## src/rtl/lzs_encode_pack.sv

```systemverilog
// lzs_encode_pack: LZS token encoder with MSB-first bit packer.
//   Accepts literal/match tokens, encodes them as an LZS bit stream into an
//   ACC_W-bit accumulator and drains whole bytes to a downstream FIFO. A stream
//   ends with the end marker 110000000 followed by zero padding to a byte.
// Ports:
//   clk, rst_n                 clock, async active-low reset
//   ce                         start enable (sampled in S_IDLE)
//   tok_valid / tok_ack        token handshake (tok_ack combinational)
//   tok_match, tok_lit, tok_off, tok_len, tok_last   token fields
//   fo_full                    downstream full, blocks byte output
//   out_data, out_valid        registered output byte, bit 7 first
//   out_done                   high while the stream is finished (S_DONE)
// Optional: define LZS_ENCODE_BYTECNT_EN to add out_cnt[31:0], a per-stream
//   count of output bytes.
module lzs_encode_pack #(
  parameter int ACC_W = 32
) (
  input  logic        clk,
  input  logic        rst_n,
  input  logic        ce,
  input  logic        tok_valid,
  output logic        tok_ack,
  input  logic        tok_match,
  input  logic [7:0]  tok_lit,
  input  logic [10:0] tok_off,
  input  logic [10:0] tok_len,
  input  logic        tok_last,
  input  logic        fo_full,
  output logic [7:0]  out_data,
  output logic        out_valid,
`ifdef LZS_ENCODE_BYTECNT_EN
  output logic [31:0] out_cnt,
`endif
  output logic        out_done
);

  localparam int CW = $clog2(ACC_W + 1);
  localparam logic [CW-1:0] EIGHT   = CW'(8);
  localparam logic [CW-1:0] LIM_TOK = CW'(ACC_W - 17);
  localparam logic [CW-1:0] LIM_NIB = CW'(ACC_W - 4);
  localparam logic [CW-1:0] LIM_END = CW'(ACC_W - 9);

  typedef enum logic [2:0] {S_IDLE, S_TOK, S_LENX, S_END, S_FLUSH, S_DONE} state_t;

  state_t          state_q, state_d;
  logic [ACC_W-1:0] acc_q, acc_d, acc_dr;
  logic [CW-1:0]   cnt_q, cnt_d, cnt_dr;
  logic [10:0]     res_q, res_d;
  logic            last_q, last_d;
  logic [7:0]      out_data_q, out_data_d;
  logic            out_valid_q, out_valid_d;
  logic            drain, pad;
  // Appended code is left-aligned in a 17-bit field; app_n bits are valid.
  logic [16:0]     app_bits, mbits;
  logic [4:0]      app_n, mn, lcn;
  logic [3:0]      lc4;

  // Match code: offset field plus the first length code, left-aligned.
  always_comb begin
    lc4 = 4'hF;
    lcn = 5'd4;
    if (tok_len < 11'd5) begin
      lc4 = {tok_len[1:0] - 2'd2, 2'b00};   // 2..4 -> 00,01,10
      lcn = 5'd2;
    end else if (tok_len < 11'd8) begin
      lc4 = {2'b11, tok_len[1:0] - 2'd1};   // 5..7 -> 1100,1101,1110
    end
    if (tok_off < 11'd128) begin
      mbits = {2'b11, tok_off[6:0], lc4, 4'b0000};
      mn    = 5'd9 + lcn;
    end else begin
      mbits = {2'b10, tok_off, lc4};
      mn    = 5'd13 + lcn;
    end
  end

  always_comb begin
    // Byte drain happens first; appends see the post-drain fill level.
    drain       = (cnt_q >= EIGHT) && !fo_full;
    acc_dr      = drain ? (acc_q << 8) : acc_q;
    cnt_dr      = drain ? (cnt_q - EIGHT) : cnt_q;
    out_valid_d = drain;
    out_data_d  = drain ? acc_q[ACC_W-1 -: 8] : out_data_q;

    state_d  = state_q;
    res_d    = res_q;
    last_d   = last_q;
    app_bits = '0;
    app_n    = '0;
    tok_ack  = 1'b0;
    pad      = 1'b0;

    case (state_q)
      S_IDLE: if (ce) state_d = S_TOK;
      S_TOK: begin
        if (tok_valid && (cnt_dr <= LIM_TOK)) begin
          tok_ack = 1'b1;
          last_d  = tok_last;
          if (tok_match) begin
            app_bits = mbits;
            app_n    = mn;
          end else begin
            app_bits = {1'b0, tok_lit, 8'h00};
            app_n    = 5'd9;
          end
          if (tok_match && (tok_len >= 11'd8)) begin
            res_d   = tok_len - 11'd8;
            state_d = S_LENX;
          end else if (tok_last) begin
            state_d = S_END;
          end
        end
      end
      S_LENX: begin
        if (cnt_dr <= LIM_NIB) begin
          app_n = 5'd4;
          if (res_q >= 11'd15) begin
            app_bits = {4'hF, 13'b0};
            res_d    = res_q - 11'd15;
          end else begin
            app_bits = {res_q[3:0], 13'b0};
            res_d    = '0;
            state_d  = last_q ? S_END : S_TOK;
          end
        end
      end
      S_END: begin
        if (cnt_dr <= LIM_END) begin
          app_bits = {9'b110000000, 8'h00};
          app_n    = 5'd9;
          state_d  = S_FLUSH;
        end
      end
      S_FLUSH: begin
        // Pad only once the remainder is a partial byte; padding bits are
        // already zero below the valid region, so only the count moves.
        if (cnt_q == '0)                          state_d = S_DONE;
        else if ((cnt_dr < EIGHT) && (cnt_dr != '0)) pad = 1'b1;
      end
      S_DONE: if (!ce) state_d = S_IDLE;
      default: state_d = S_IDLE;
    endcase

    acc_d = acc_dr | ({app_bits, {(ACC_W-17){1'b0}}} >> cnt_dr);
    cnt_d = pad ? EIGHT : (cnt_dr + CW'(app_n));
  end

  always_ff @(posedge clk or negedge rst_n) begin
    if (!rst_n) begin
      state_q     <= S_IDLE;
      acc_q       <= '0;
      cnt_q       <= '0;
      res_q       <= '0;
      last_q      <= 1'b0;
      out_data_q  <= 8'h00;
      out_valid_q <= 1'b0;
    end else begin
      state_q     <= state_d;
      acc_q       <= acc_d;
      cnt_q       <= cnt_d;
      res_q       <= res_d;
      last_q      <= last_d;
      out_data_q  <= out_data_d;
      out_valid_q <= out_valid_d;
    end
  end

  assign out_data  = out_data_q;
  assign out_valid = out_valid_q;
  assign out_done  = (state_q == S_DONE);

`ifdef LZS_ENCODE_BYTECNT_EN
  logic [31:0] out_cnt_q;
  always_ff @(posedge clk or negedge rst_n) begin
    if (!rst_n)                          out_cnt_q <= '0;
    else if ((state_q == S_IDLE) && ce)  out_cnt_q <= '0;
    else if (out_valid_q)                out_cnt_q <= out_cnt_q + 32'd1;
  end
  assign out_cnt = out_cnt_q;
`endif

endmodule

```

## config.mk

```make
export PLATFORM = sky130hd
export DESIGN_NAME = lzs_encode_pack
export DESIGN_NICKNAME = d
export VERILOG_FILES = /design/src/rtl/lzs_encode_pack.sv
export SDC_FILE = /design/constraint.sdc
export NUM_CORES = 1
export LEC_CHECK = 0
export BUFFER_PORTS_ARGS = -buffer_cell sky130_fd_sc_hd__buf_2
export CAP_MARGIN = 20
export CORE_MARGIN = 4
export CORE_UTILIZATION = 60
export CTS_BUF_LIST = sky130_fd_sc_hd__clkbuf_4
export DETAILED_ROUTE_END_ITERATION = 10
export GPL_ROUTABILITY_DRIVEN = 1
export PLACE_DENSITY = 0.81
export SLEW_MARGIN = 25
export SYNTH_ARGS = -nofsm -noshare
export SYNTH_HDL_FRONTEND = slang
export SYNTH_SLANG_ARGS = --single-unit
```

## constraint.sdc

```tcl
create_clock -name clk -period 3.8 [get_ports clk]
set_input_delay 0.76 -clock clk [delete_from_list [all_inputs] [get_ports clk]]
set_output_delay 0.76 -clock clk [all_outputs]
set_load 0.02 [all_outputs]
```

==> flow_metrics.env <==
export IMPL_finalPower_mw=4.67
export IMPL_synth_area_leaders="dfrtp_1 (31%), nand2_1 (6.7%), nor2_1 (6.2%), o21ai_0 (3.9%), a21oi_1 (3.3%)"
export IMPL_ioPinCount=48
export IMPL_yosysTopAreaCell="dfrtp_1"
export IMPL_synth_cells=647
export IMPL_fin_nets=727
export IMPL_gr_total_overflow=0
export IMPL_syn_area_um2=5050
export IMPL_fmax_ghz=0.278
export IMPL_fin_crit_sh_pct=94.6
export IMPL_dp_hpwl_mm=11.2
export IMPL_grt_pass1_wl_mm=25.4
export IMPL_finalClockSkew_ps=25.7
export IMPL_synthArstFlopShare_pct=100
export IMPL_final_hold_viol_count=0
export IMPL_drive_gt1_share_pct=14.9
export IMPL_clk_insertion_delay_late_ps=440
export IMPL_start_util_pct=61.4
export IMPL_dr_pass1_iters=5
export IMPL_hold_path_class="primary input to asynchronous set/reset pin"
export IMPL_setup_viol=0
export IMPL_cts_tree="built"
export IMPL_worstMarginPinSlew_ps=808
export IMPL_ctsRootBufferMaster="clkbuf_4"
export IMPL_relSlewSlack_pct=46.1
export IMPL_fp_dieH_um=99.7
export IMPL_place_ws_ps=298
export IMPL_final_common_cell="nand2_1"
export IMPL_leakagePower_nw=2.35
export IMPL_netSwitchingPower_mw=2.40
export IMPL_die_x_um=99.7
export IMPL_final_cell_mix="nand2_1 (90), nor2_1 (84), dfrtp_1 (61)"
export IMPL_pwr_share_comb_pct=61.3
export IMPL_path_class="flip-flop to output pin"
export IMPL_drc=0
export IMPL_post_route_util_pct=67.4
export IMPL_vias_per_cell=6.72
export IMPL_final_cell_count_no_fill=789
export IMPL_worst_ir_drop_vdd_mv=0.513
export IMPL_final_area_um2=5540
export IMPL_whs_ps=408
export IMPL_worst_path_max_fanout=12
export IMPL_clockBufferDepth=2
export IMPL_synthToLayoutAreaGrowth_pct=9.67
export IMPL_cts_buffers=9
export IMPL_power_frac_clock_pct=11.9
export IMPL_synth_cell_types=79
export IMPL_die_area_um2=9940
export IMPL_switching_share_pct=51.4
export IMPL_antenna_cells=0
export IMPL_synth_seq_cells=62
export IMPL_clk_pin_slew_ps=120
export IMPL_slew_violations=0
export IMPL_wl_mm=15.2
export IMPL_placed_area_um2=5370
export IMPL_core_area_um2=8220
export IMPL_grt_pass1_vias=5148
export IMPL_crit_path_end_kind="output pin"
export IMPL_synth_top_area_share_pct=30.7
export IMPL_cp_start_kind="flip-flop"
export IMPL_postRouteAntennaNets=0
export IMPL_syn_nets=695
export IMPL_layout_min_cycle_time_ps=3590
export IMPL_seq_area_frac_synth_pct=30.7
export IMPL_holdBufCountCts=0
export IMPL_syn_mean_instance_area_um2=7.80
export IMPL_place_congestion=0.973
export IMPL_drtIter0Drc=458
export IMPL_setup_slack_ps=205
export IMPL_avgRoutedWirePerCell_um=19.3
export IMPL_numPortBuffers=47
export IMPL_p_seq_share_pct=26.8
export IMPL_powerDensity_nw_per_um2=844
export IMPL_synth_edff_count=0
export IMPL_dp_cells=773
export IMPL_maxCapViolations=0
export IMPL_fin_tns_setup_ps=0
export IMPL_outcome="finished clean"
export IMPL_grt_usage_pct=31.7
export IMPL_antenna_found_initial=0
export IMPL_htree_levels=3
export IMPL_rows=33
export IMPL_yosysWarnings=0
export IMPL_power_internal_mw=2.27
export IMPL_cts_sinks=62
export IMPL_rsz0062_at_grt="false"
export IMPL_required_ps=3040
export IMPL_num_vias=5300
export IMPL_grt_max_degree=37
export IMPL_worst_ep_arrival_time_ps=2830
export IMPL_synth_ff_type="dfrtp_1"
[area by class of cell]
type | count | area [um^2]
Multi-Input combinational cell | 526 | 3270
Tap cell | 105 | 131
Sequential cell | 62 | 1550
Timing Repair Buffer | 62 | 348
Clock buffer | 9 | 67.6
Fill cell | 723 | 2680
Clock inverter | 7 | 97.6
Inverter | 18 | 67.6
[Yosys cell counts (all sizes together) (3+ instances only)]
| master | count |
|---|---|
| a211o | 4 |
| nor3 | 21 |
| a31oi | 7 |
| nand3 | 19 |
| o22ai | 11 |
| nor4 | 9 |
| clkbuf | 32 |
| nor2b | 9 |
| a311oi | 3 |
| and3 | 5 |
| or4 | 5 |
| xor2 | 6 |
| clkinv | 3 |
| buf | 9 |
| o21ai | 45 |
| inv | 15 |
| o21a | 5 |
| mux2i | 15 |
| dfrtp | 62 |
| o211ai | 14 |
| a211oi | 6 |
| a311o | 3 |
| o311a | 3 |
| mux2 | 5 |
| nand2b | 13 |
| a21oi | 33 |
| or2 | 3 |
| o32ai | 5 |
| a21o | 5 |
| xnor2 | 4 |
| o211a | 3 |
| a2111oi | 3 |
| nor2 | 85 |
| ha | 10 |
| nand2 | 90 |
| nor3b | 6 |
| or3 | 9 |
| nor4b | 5 |
| o31ai | 5 |
| o221ai | 12 |
[logic make-up after synthesis]
logic type | share of synthesized area [%]
compound gates | 27.4
simple gates | 28.2
xor+xnor | 1.74
flops | 30.7
mux | 4.54
buf+inv | 4.49
fa+ha+maj | 2.88
[power groups by stage]
stage	logic, mW	clock network [mW]	registers (mW)
6_report	2.87	0.554	1.25
5_1_grt	3.16	0.585	1.30
4_1_cts	2.80	0.560	1.25
3_5_place_dp	2.79	0	1.26
3_3_place_gp	2.73	0	1.24
2_1_floorplan	2.09	0	1.20
[state kept, by name, summed over array words and instances, names as in the netlist]
signal / flops
last_q: 1
out_valid: 1
state_q: 3
res_q: 11
cnt_q: 6
acc_q: 32
out_data: 8
[path summary, 6_finish.rpt]
kind	from	end	slack, ps	cells after the start
min in group clk	acc_q[24]	out_data[0]	480	2
max	cnt_q[3]	tok_ack	210	8
min reg2reg	acc_q[24]	out_data[0]	480	2
max in group asynchronous	rst_n	res_q[10]	2510	2
max reg2reg	cnt_q[3]	acc_q[17]	430	9
min	rst_n	acc_q[15]	410	1
[layer usage]
metal  global-route usage [%]  up-vias  share of wire (%)
met4                     12.1        0                3.2
met2                     49.9      307                 46
met3                     6.52       49                9.1
li1                         -     2470                  -
met5                        0        -                  0
met1                     43.0     2474                 42
[critical path, stage by stage, from the launching register on]
cell and delay (ps):
dfrtp_2 490, inv_1 80, ha_1 390, or4b_1 510
o211ai_1 170, buf_4 220, nand3_1 100, clkinv_1 230
buf_2 220
[what timing repair did]
item                       in CTS  in global routing
buffers inserted                0                  0
setup endpoints to repair       0                  8
resized for setup               0                  2
(Power assumes the default switching activity.)
